File: src/rtl/wb_port_arbiter.sv
// Register-file write-port arbiter: pipeline writeback (A) normally wins, and the
// long-latency unit (B) is forced through after STARVE_LIMIT lost arbitrations.
// Optional statistics counters are enabled by defining WB_PORT_ARB_STATS_EN.
module wb_port_arbiter #(
    parameter int STARVE_LIMIT = 3
) (
    input  logic        clk,
    input  logic        reset,
    input  logic        a_we,
    input  logic [2:0]  a_addr,
    input  logic [15:0] a_data,
    input  logic [1:0]  a_bp,
    input  logic        b_valid,
    input  logic [2:0]  b_addr,
    input  logic [15:0] b_data,
    output logic        b_ready,
    output logic        stall_pipe,
    output logic        rf_we,
    output logic [2:0]  rf_addr,
    output logic [15:0] rf_data,
    output logic [1:0]  rf_bp,
    output logic [15:0] conflict_cnt,
    output logic [15:0] force_cnt
);

    typedef enum logic [1:0] {IDLE, WAIT, FORCE} state_t;

    localparam logic [3:0] LIMIT = 4'(STARVE_LIMIT);

    state_t      state_q, state_d;
    logic [3:0]  cnt_q, cnt_d;
    logic [3:0]  cnt_inc;
    logic        a_acc;
    logic        rf_we_q, rf_we_d;
    logic [2:0]  rf_addr_q, rf_addr_d;
    logic [15:0] rf_data_q, rf_data_d;
    logic [1:0]  rf_bp_q, rf_bp_d;
    logic        force_entry;

    assign cnt_inc = cnt_q + 4'd1;

    always_comb begin
        state_d    = state_q;
        cnt_d      = cnt_q;
        stall_pipe = 1'b0;
        b_ready    = 1'b0;
        a_acc      = 1'b0;
        case (state_q)
            IDLE: begin
                b_ready = b_valid & ~a_we;
                a_acc   = a_we;
                if (a_we && b_valid) begin
                    cnt_d   = 4'd1;
                    state_d = (LIMIT == 4'd1) ? FORCE : WAIT;
                end
            end
            WAIT: begin
                b_ready = b_valid & ~a_we;
                a_acc   = a_we;
                if (!b_valid || !a_we) begin
                    state_d = IDLE;
                    cnt_d   = 4'd0;
                end else begin
                    cnt_d   = cnt_inc;
                    state_d = (cnt_inc == LIMIT) ? FORCE : WAIT;
                end
            end
            FORCE: begin
                stall_pipe = 1'b1;
                b_ready    = b_valid;
                state_d    = IDLE;
                cnt_d      = 4'd0;
            end
            default: begin
                state_d = IDLE;
                cnt_d   = 4'd0;
            end
        endcase
        // Nothing is granted while reset is held.
        if (!reset) begin
            stall_pipe = 1'b0;
            b_ready    = 1'b0;
            a_acc      = 1'b0;
        end
    end

    assign force_entry = (state_q != FORCE) && (state_d == FORCE);

    always_comb begin
        rf_we_d   = 1'b0;
        rf_addr_d = rf_addr_q;
        rf_data_d = rf_data_q;
        rf_bp_d   = rf_bp_q;
        if (a_acc) begin
            rf_we_d   = 1'b1;
            rf_addr_d = a_addr;
            rf_data_d = a_data;
            rf_bp_d   = a_bp;
        end else if (b_ready) begin
            rf_we_d   = 1'b1;
            rf_addr_d = b_addr;
            rf_data_d = b_data;
            rf_bp_d   = 2'd0;
        end
    end

    always_ff @(posedge clk) begin
        if (!reset) begin
            state_q   <= IDLE;
            cnt_q     <= 4'd0;
            rf_we_q   <= 1'b0;
            rf_addr_q <= 3'd0;
            rf_data_q <= 16'd0;
            rf_bp_q   <= 2'd0;
        end else begin
            state_q   <= state_d;
            cnt_q     <= cnt_d;
            rf_we_q   <= rf_we_d;
            rf_addr_q <= rf_addr_d;
            rf_data_q <= rf_data_d;
            rf_bp_q   <= rf_bp_d;
        end
    end

    assign rf_we   = rf_we_q;
    assign rf_addr = rf_addr_q;
    assign rf_data = rf_data_q;
    assign rf_bp   = rf_bp_q;

`ifdef WB_PORT_ARB_STATS_EN
    logic [15:0] conflict_q, conflict_d;
    logic [15:0] force_q, force_d;

    always_comb begin
        conflict_d = conflict_q;
        force_d    = force_q;
        if (a_we && b_valid && conflict_q != 16'hFFFF) conflict_d = conflict_q + 16'd1;
        if (force_entry && force_q != 16'hFFFF)        force_d    = force_q + 16'd1;
    end

    always_ff @(posedge clk) begin
        if (!reset) begin
            conflict_q <= 16'd0;
            force_q    <= 16'd0;
        end else begin
            conflict_q <= conflict_d;
            force_q    <= force_d;
        end
    end

    assign conflict_cnt = conflict_q;
    assign force_cnt    = force_q;
`else
    logic unused_force_entry;
    assign unused_force_entry = force_entry;
    assign conflict_cnt = 16'd0;
    assign force_cnt    = 16'd0;
`endif

endmodule

File: config.mk
export PLATFORM = sky130hd
export DESIGN_NAME = wb_port_arbiter
export DESIGN_NICKNAME = d
export VERILOG_FILES = /design/src/rtl/wb_port_arbiter.sv
export SDC_FILE = /design/constraint.sdc
export NUM_CORES = 1
export LEC_CHECK = 0
export CAP_MARGIN = 0
export CORE_ASPECT_RATIO = 1.4
export CORE_MARGIN = 2
export CORE_UTILIZATION = 37
export CTS_BUF_LIST = sky130_fd_sc_hd__clkbuf_16
export CTS_CLUSTER_DIAMETER = 60
export DETAILED_ROUTE_END_ITERATION = 12
export PLACE_DENSITY = 0.79
export SETUP_SLACK_MARGIN = 0.3
export SYNTH_ARGS = -nofsm -noshare
export SYNTH_HDL_FRONTEND = slang
export SYNTH_SLANG_ARGS = --single-unit
export TNS_END_PERCENT = 30
File: constraint.sdc
create_clock -name clk -period 1.7 [get_ports clk]
set_clock_uncertainty 0.05 [all_clocks]
set_input_delay 0.34 -clock clk [delete_from_list [all_inputs] [get_ports clk]]
set_output_delay 0.34 -clock clk [all_outputs]
set_load 0.005 [all_outputs]
==> impl_metrics.toml, run 1 <==
[run_status]
run_status = "completed"

[power_and_ir_drop]
ir_worst_vdd_mv = 0.403
clockPowerShare_pct = 39.0
p_total_mw = 1.78
pwr-share-comb_pct = 20.5
powerDensity_nw_per_um2 = 741
p_int_mw = 1.38
p_seq_share_pct = 40.5
switching_share_pct = 22.4
switchingPower_mw = 0.398
p_leak_nw = 1.16

[layout]
multiInputGateArea_um2 = 822
fillers = 407
final_common_cell = "clkdlybuf4s50_1"
final_cell_mix = "50 x clkdlybuf4s50_1, 40 x nand2_1, 32 x conb_1, 25 x dfxtp_1, 20 x a31oi_1"
syn_to_final_growth_pct = 49.5
nets = 315
diodes = 0
final_area_um2 = 2400
seq_area_um2 = 564
post-route-util_pct = 57.1
finalNonFillerCells = 313
drive_gt1_share_pct = 12.3

[global_route]
antenna_found_initial = 0
track_usage_pct = 17.4
grt_pass1_wl_mm = 6.84
grt_overflow_total = 0
grt_pass1_vias = 1523
grt_max_degree = 30

[route]
finalWirelength_mm = 4.17
drt_first_pass_iters = 4
vias = 1591
drt_iter0_markers = 104
drc = 0
wl_per_cell_um = 13.3
postRouteAntennaNets = 0
routed_via_density = 5.08

[yosys]
synth_cell_types = 38
syn-cell-area_um2 = 1600
avgSynthCellArea_um2 = 8.18
synth_seq_cells = 28
ys_warn_count = 0
syn_inst = 196
yosysSeqAreaShare_pct = 34.9

[critical_path]
endpoint_kind = "output pin"
crit_path_max_incr_delay_ns = 0.52
cp.required_ns = 1.31
critPathKind = "flip-flop to output pin"
r2r_start = "state_q[1]"
path_max_fanout = 2
critPathLaunch = "rf_data[13]"
crit_family = "buffers and inverters"
crit_path_cell_trace = "clkdlybuf4s50_1"
cp_data_arrival_time_ns = 1.11
worst_setup_path_start_kind = "flip-flop"
cp_slowest_cell = "clkdlybuf4s50_1"
crit_buf_inv = 1

[clocking]
cts_tree = "done"
numCtsBuffers = 3
cts_root_buffer = "clkbuf_16"
clk_path_buf_depth = 2
cts-htree-levels = 1
path_clk_slew_ns = 0.07
insertion_delay_ns = 0.26
cts.sinks = 28

[placement]
post_dp_cell_area_um2 = 2240
post-place-ws_ns = -0.461
place_congestion = 0.755
io_buffers = 67
dp.cells = 308
hpwlAfterDp_mm = 3.12

[hold_path]
hold_class = "flip-flop to flip-flop"
holdCritStartpoint = "rf_bp[1]"

[die]
die_w_um = 59.6
initial_core_util_pct = 38.2
fp.dieArea_um2 = 4890
ios = 100
die_h_um = 81.9
core_um2 = 4200
std_cell_rows = 28

[sta]
setup_viol = 0
finalCriticalPeriod_ns = 1.50
fin_ws_ns = 0.201
hold_slack_ns = 0.405
hold_violations = 0
fmaxAchievable_mhz = 667
maxSlewViolCount = 0
grt_setup_unrepaired = "true"
setup_tns_ns = 0
period_share_pct = 88.1

[run]
drv_cap = 0
## flip-flops by register name, indices dropped and copies added (netlist names)
register,count
rf_data,16
cnt_q,4
rf_addr,3
rf_bp,2
state_q,2
rf_we,1
## repair_timing
item | in CTS | in global routing
pin swaps | 1 | 1
gates cloned | 0 | 0
hold buffers | 0 | 0
endpoints found under the setup margin | 51 | 43
resized for setup | 21 | 13
setup buffers | 1 | 0
## final cells by class
| cell class | count | share of cell area, % |
|---|---|---|
| inverter | 2 | 0.313 |
| clock buffer | 3 | 3.13 |
| clock inverter | 1 | 1.25 |
| timing repair buffer | 85 | 35.2 |
| sequential | 28 | 23.5 |
| tap | 45 | 2.35 |
| multi-input combinational | 149 | 34.3 |
## cells in the mapped netlist (all sizes together)
cell type / count / share of area, %
nand2: 41 / 9.6
buf: 40 / 20
dfxtp: 28 / 35
a31oi: 20 / 7.8
o31ai: 17 / 8.0
clkbuf: 8 / 1.9
o21ai: 5 / 1.6
and2: 4 / 1.6
nand3: 3 / 0.94
nand4: 3 / 1.2
ha: 2 / 1.6
inv: 2 / 0.47
nor2b: 2 / 0.78
nor3b: 2 / 0.94
a211oi: 1 / 0.47
a21o: 1 / 0.47
a41oi: 1 / 0.55
and3b: 1 / 0.55
and4b: 1 / 0.62
conb: 1 / 0.23
mux2: 1 / 0.70
nand2b: 1 / 0.39
nand3b: 1 / 0.47
nor2: 1 / 0.23
nor3: 1 / 0.31
o211a: 1 / 0.62
o21a: 1 / 0.47
o21ba: 1 / 0.62
o22ai: 1 / 0.39
o32ai: 1 / 0.55
or2: 1 / 0.39
xnor2: 1 / 0.55
xor2: 1 / 0.55
## power groups by stage
stage | sequential, mW | combinational [mW] | clock, mW
after CTS | 0.720 | 0.371 | 0.703
after global placement | 0.733 | 0.365 | 0
final | 0.719 | 0.365 | 0.694
after detailed placement | 0.735 | 0.368 | 0
after floorplan | 0.737 | 0.198 | 0
after global routing | 0.724 | 0.402 | 0.726
## final timing paths
kind / end / slack [ns] / cells after the start
max: rf_data[13] / 0.20 / 1
max reg2reg: rf_bp[0] / 0.37 / 5
min reg2reg: rf_bp[1] / 0.40 / 2
min: rf_bp[1] / 0.40 / 2
## logic make-up after synthesis
group                      synth area share, %
and+or+nand+nor                           17.9
AOI/OAI and AO/OA                         21.5
buffers and inverters                     22.1
DFF                                       34.9
adders and majority gates                 1.56
xor gates and xnor gates                  1.09
other                                    0.234
muxes                                    0.702
## per-layer routing
metal / share of wire, % / vias to the layer above / track usage (%)
li1: - / 768 / -
met1: 41 / 751 / 19.8
met2: 52 / 68 / 33.8
met3: 6.0 / 4 / 2.36
met4: 0.94 / 0 / 2.89
met5: 0 / - / 0
Power figures use the tool's default switching activity.
==> inputs of run 2 (changes only) <==
- CAP_MARGIN: 0 -> not set
- SKIP_CTS_REPAIR_TIMING: not set -> 1
==> run 2 against run 1 <==
Against the previous run: final area is 2.2% higher; power is 1.5% higher; maximum frequency is 2.5% lower; cell count is 0.32% higher; flip-flop and latch count stayed put; global-route usage is 0.096 points lower; combinational power is 7.9% higher; register-to-register slack worse by 0.03 ns; utilization is 1.2 points higher; non-clock buffer count is 1 higher; clock power is 0.7% lower; clock-buffer cell count stayed put; largest cell class unchanged; highest routed layer unchanged.
==> impl_metrics.toml, run 2 (synthesis gave the netlist of run 1 again) <==
[run_status]
run_status = "completed"

[route]
finalWirelength_mm = 4.48
routed_via_density = 5.14
wl_per_cell_um = 14.3
drt_iter0_markers = 94
drc = 0
postRouteAntennaNets = 0
vias = 1614
drt_first_pass_iters = 4

[global_route]
grt_overflow_total = 0
track_usage_pct = 17.3
grt_pass1_vias = 1517
antenna_found_initial = 0
grt_max_degree = 30
grt_pass1_wl_mm = 6.79

[layout]
diodes = 0
syn_to_final_growth_pct = 52.8
nets = 316
largest_reg_flops = 16
final_cell_mix = "62 x clkdlybuf4s50_1, 40 x nand2_1, 32 x conb_1, 27 x dfxtp_1, 20 x a31oi_1"
post-route-util_pct = 58.3
drive_gt1_share_pct = 14.1
final_common_cell = "clkdlybuf4s50_1"

[critical_path]
endpoint_kind = "output pin"
critPathKind = "flip-flop to output pin"
r2r_slack_ns = 0.34
crit_family = "buffers and inverters"
cp.required_ns = 1.31
path_max_fanout = 2
crit_path_cell_trace = "clkdlybuf4s50_1"
crit_path_max_incr_delay_ns = 0.54
worst_setup_path_start_kind = "flip-flop"
cp_slowest_cell = "clkdlybuf4s50_1"
cp_data_arrival_time_ns = 1.15
crit_buf_inv = 1

[die]
ios = 100
die_w_um = 59.6
std_cell_rows = 28
core_um2 = 4200
initial_core_util_pct = 38.2
die_h_um = 81.9
fp.dieArea_um2 = 4890

[placement]
post-place-ws_ns = -0.461
hpwlAfterDp_mm = 3.12
place_congestion = 0.755
io_buffers = 67

[clocking]
cts-htree-levels = 1
cts_tree = "done"
cts_root_buffer = "clkbuf_16"
cts.sinks = 28
numCtsBuffers = 3
clk_path_buf_depth = 2
insertion_delay_ns = 0.26
path_clk_slew_ns = 0.07

[sta]
finalCriticalPeriod_ns = 1.54
maxSlewViolCount = 0
fmaxAchievable_mhz = 650
period_share_pct = 90.5
setup_viol = 0
hold_violations = 0
fin_ws_ns = 0.162
grt_setup_unrepaired = "true"

[power_and_ir_drop]
p_int_mw = 1.40
clockPowerShare_pct = 38.2
p_seq_share_pct = 40.0
ir_worst_vdd_mv = 0.405
powerDensity_nw_per_um2 = 736
switchingPower_mw = 0.405
switching_share_pct = 22.4
p_leak_nw = 1.04
pwr-share-comb_pct = 21.8

[hold_path]
hold_class = "flip-flop to flip-flop"

[run]
drv_cap = 0
## run 2: through the flow
stage	hold WS (ns)	power [mW]	instances	cell area (µm²)	setup TNS [ns]
6_report	0.397	1.80	314	2450	0
5_1_grt	0.444	1.88	314	2450	0
4_1_cts	0.412	1.79	312	2350	-1.48
3_5_place_dp	0.402	1.10	308	2240	-7.00
3_3_place_gp	0.395	1.10	308	2240	-6.81
2_1_floorplan	0.399	0.935	227	1720	0
## run 2: metal layers
metal / vias to the layer above / wire (µm) / GRT usage, %
li1: 770 / - / -
met1: 765 / 1820 / 20.0
met2: 75 / 2360 / 33.3
met3: 4 / 264 / 2.36
met4: 0 / 39 / 2.89
met5: - / 0 / 0
## run 2: power by group through the flow
stage	combinational (mW)	sequential (mW)	clock (mW)
2_1_floorplan	0.198	0.737	0
3_3_place_gp	0.365	0.733	0
3_5_place_dp	0.368	0.735	0
4_1_cts	0.370	0.719	0.703
5_1_grt	0.432	0.727	0.726
6_report	0.394	0.722	0.689
## run 2: final timing paths
kind	start	end	cells past startpoint
max	rf_addr[2]	rf_addr[2]	1
min	rf_bp[1]	rf_bp[1]	2
max reg2reg	state_q[1]	rf_we	5
min reg2reg	rf_bp[1]	rf_bp[1]	2
## run 2: final cells by class
cell class                      count  area [µm²]
Sequential cell                    28         562
Tap cell                           45        56.3
Fill cell                         398        1750
Timing Repair Buffer               86         868
Multi-Input combinational cell    149         852
Inverter                            2        7.51
Clock inverter                      1        30.0
Clock buffer                        3        75.1
==> inputs of run 3 (changes only) <==
--- a/config.mk
+++ b/config.mk
@@ -9,3 +9,3 @@
 export CORE_MARGIN = 2
-export CORE_UTILIZATION = 37
+export CORE_UTILIZATION = 33
 export CTS_BUF_LIST = sky130_fd_sc_hd__clkbuf_16
@@ -13,3 +13,3 @@
 export DETAILED_ROUTE_END_ITERATION = 12
-export PLACE_DENSITY = 0.79
+export PLACE_DENSITY = 0.74
 export SETUP_SLACK_MARGIN = 0.3
==> constraint.sdc (replaced) <==
create_clock -name clk -period 1.33 [get_ports clk]
set_clock_uncertainty 0.05 [all_clocks]
set_input_delay 0.133 -clock clk [delete_from_list [all_inputs] [get_ports clk]]
set_output_delay 0.133 -clock clk [all_outputs]
set_load 0.005 [all_outputs]
==> run 3 against run 2 <==
Against the previous run: clock power about the same; cell count increased by 8.6%; wire length increased by 6.0%; worst hold slack got worse by 0.093 ns; global-route usage decreased by 2.1 points; non-clock buffer count increased by 8; critical path type unchanged; critical endpoint is now rf_data[5]; largest power group unchanged.
==> impl_metrics.toml, run 3 (synthesis gave the netlist of run 1 again) <==
[critical_path]
crit_path_max_incr_delay_ns = 0.51
ff2ff_path_depth = 5
endpoint_kind = "output pin"
path_max_fanout = 2
critPathKind = "flip-flop to output pin"
worst_setup_path_start_kind = "flip-flop"
critical_path_depth = 1
cp_slowest_cell = "clkdlybuf4s50_1"
cp_data_arrival_time_ns = 1.11
cp.required_ns = 1.15
crit_buf_inv = 1
crit_path_cell_trace = "clkdlybuf4s50_1"
crit_family = "buffers and inverters"

[route]
finalWirelength_mm = 4.75
drc = 0
postRouteAntennaNets = 0
drt_iter0_markers = 98
vias = 1632
routed_via_density = 4.79
wl_per_cell_um = 13.9
drt_first_pass_iters = 4

[sta]
period_share_pct = 97.3
hold_violations = 0
maxSlewViolCount = 0
finalCriticalPeriod_ns = 1.29
setup_viol = 0
hold_slack_ns = 0.304
fmaxAchievable_mhz = 773
grt_setup_unrepaired = "true"

[layout]
largest_reg_flops = 16
final_common_cell = "clkdlybuf4s50_1"
finalNonFillerCells = 341
final_cell_mix = "61 x clkdlybuf4s50_1, 32 x conb_1, 26 x nand2_1, 26 x dfxtp_1, 20 x a31oi_1"
syn_to_final_growth_pct = 60.1
final_area_um2 = 2570
post-route-util_pct = 53.9
drive_gt1_share_pct = 19.9
diodes = 0
nets = 324

[placement]
io_buffers = 67
post_dp_cell_area_um2 = 2280
hpwlAfterDp_mm = 3.18
place_congestion = 0.745
dp.cells = 329

[clocking]
numCtsBuffers = 3
cts_root_buffer = "clkbuf_16"
path_clk_slew_ns = 0.07
cts.sinks = 28
cts_tree = "done"
insertion_delay_ns = 0.26
cts-htree-levels = 1
clk_path_buf_depth = 2

[die]
die_h_um = 86.5
die_w_um = 62.9
core_um2 = 4770
initial_core_util_pct = 33.6
std_cell_rows = 30
fp.dieArea_um2 = 5440
ios = 100

[run_status]
run_status = "completed"

[global_route]
grt_pass1_wl_mm = 6.78
track_usage_pct = 15.2
grt_max_degree = 25
grt_overflow_total = 0
grt_pass1_vias = 1520
antenna_found_initial = 0

[hold_path]
hold_class = "input pin to flip-flop"
min_delay_path_depth = 4

[power_and_ir_drop]
powerDensity_nw_per_um2 = 838
p_total_mw = 2.15
p_leak_nw = 1.12
ir_worst_vdd_mv = 0.542

[run]
drv_cap = 0
## run 3: path summary, 6_finish.rpt
path              startpoint    endpoint  slack (ns)
setup / recovery  rf_data[5]  rf_data[5]        0.04
hold / removal       b_valid  rf_addr[0]        0.30
setup reg to reg  state_q[1]  rf_addr[1]        0.06
hold reg to reg     rf_bp[1]    rf_bp[1]        0.42
## run 3: layout make-up
type                    instances  area [µm²]
clock buffers                   3        75.1
clock inverters                 1        3.75
fillers                       469        2200
inverters                       2        7.51
multi-input cells             149         866
flip-flops and latches         28         563
well taps                      64        80.1
repair buffers                 94         973
## run 3: through the flow
step | worst slack (ns) | setup TNS, ns
2_1_floorplan | 0.0293 | 0
3_3_place_gp | -0.424 | -7.18
3_5_place_dp | -0.451 | -7.24
4_1_cts | -0.451 | -1.66
5_1_grt | -0.000468 | -0.000468
6_report | 0.0357 | 0
## run 3: routing by layer
layer | vias up | GRT usage [%] | share of wire (%)
li1 | 784 | - | -
met1 | 764 | 17.8 | 40
met2 | 76 | 27.7 | 52
met3 | 8 | 2.21 | 6.6
met4 | 0 | 5.86 | 1.6
met5 | - | 0 | 0
## run 3: where the power goes
group	switching [mW]	leakage [nW]	total (mW)	internal, mW
clock network	0.289	0.0385	0.692	0.403
registers	0.0277	0.232	0.921	0.893
logic	0.217	0.846	0.539	0.322
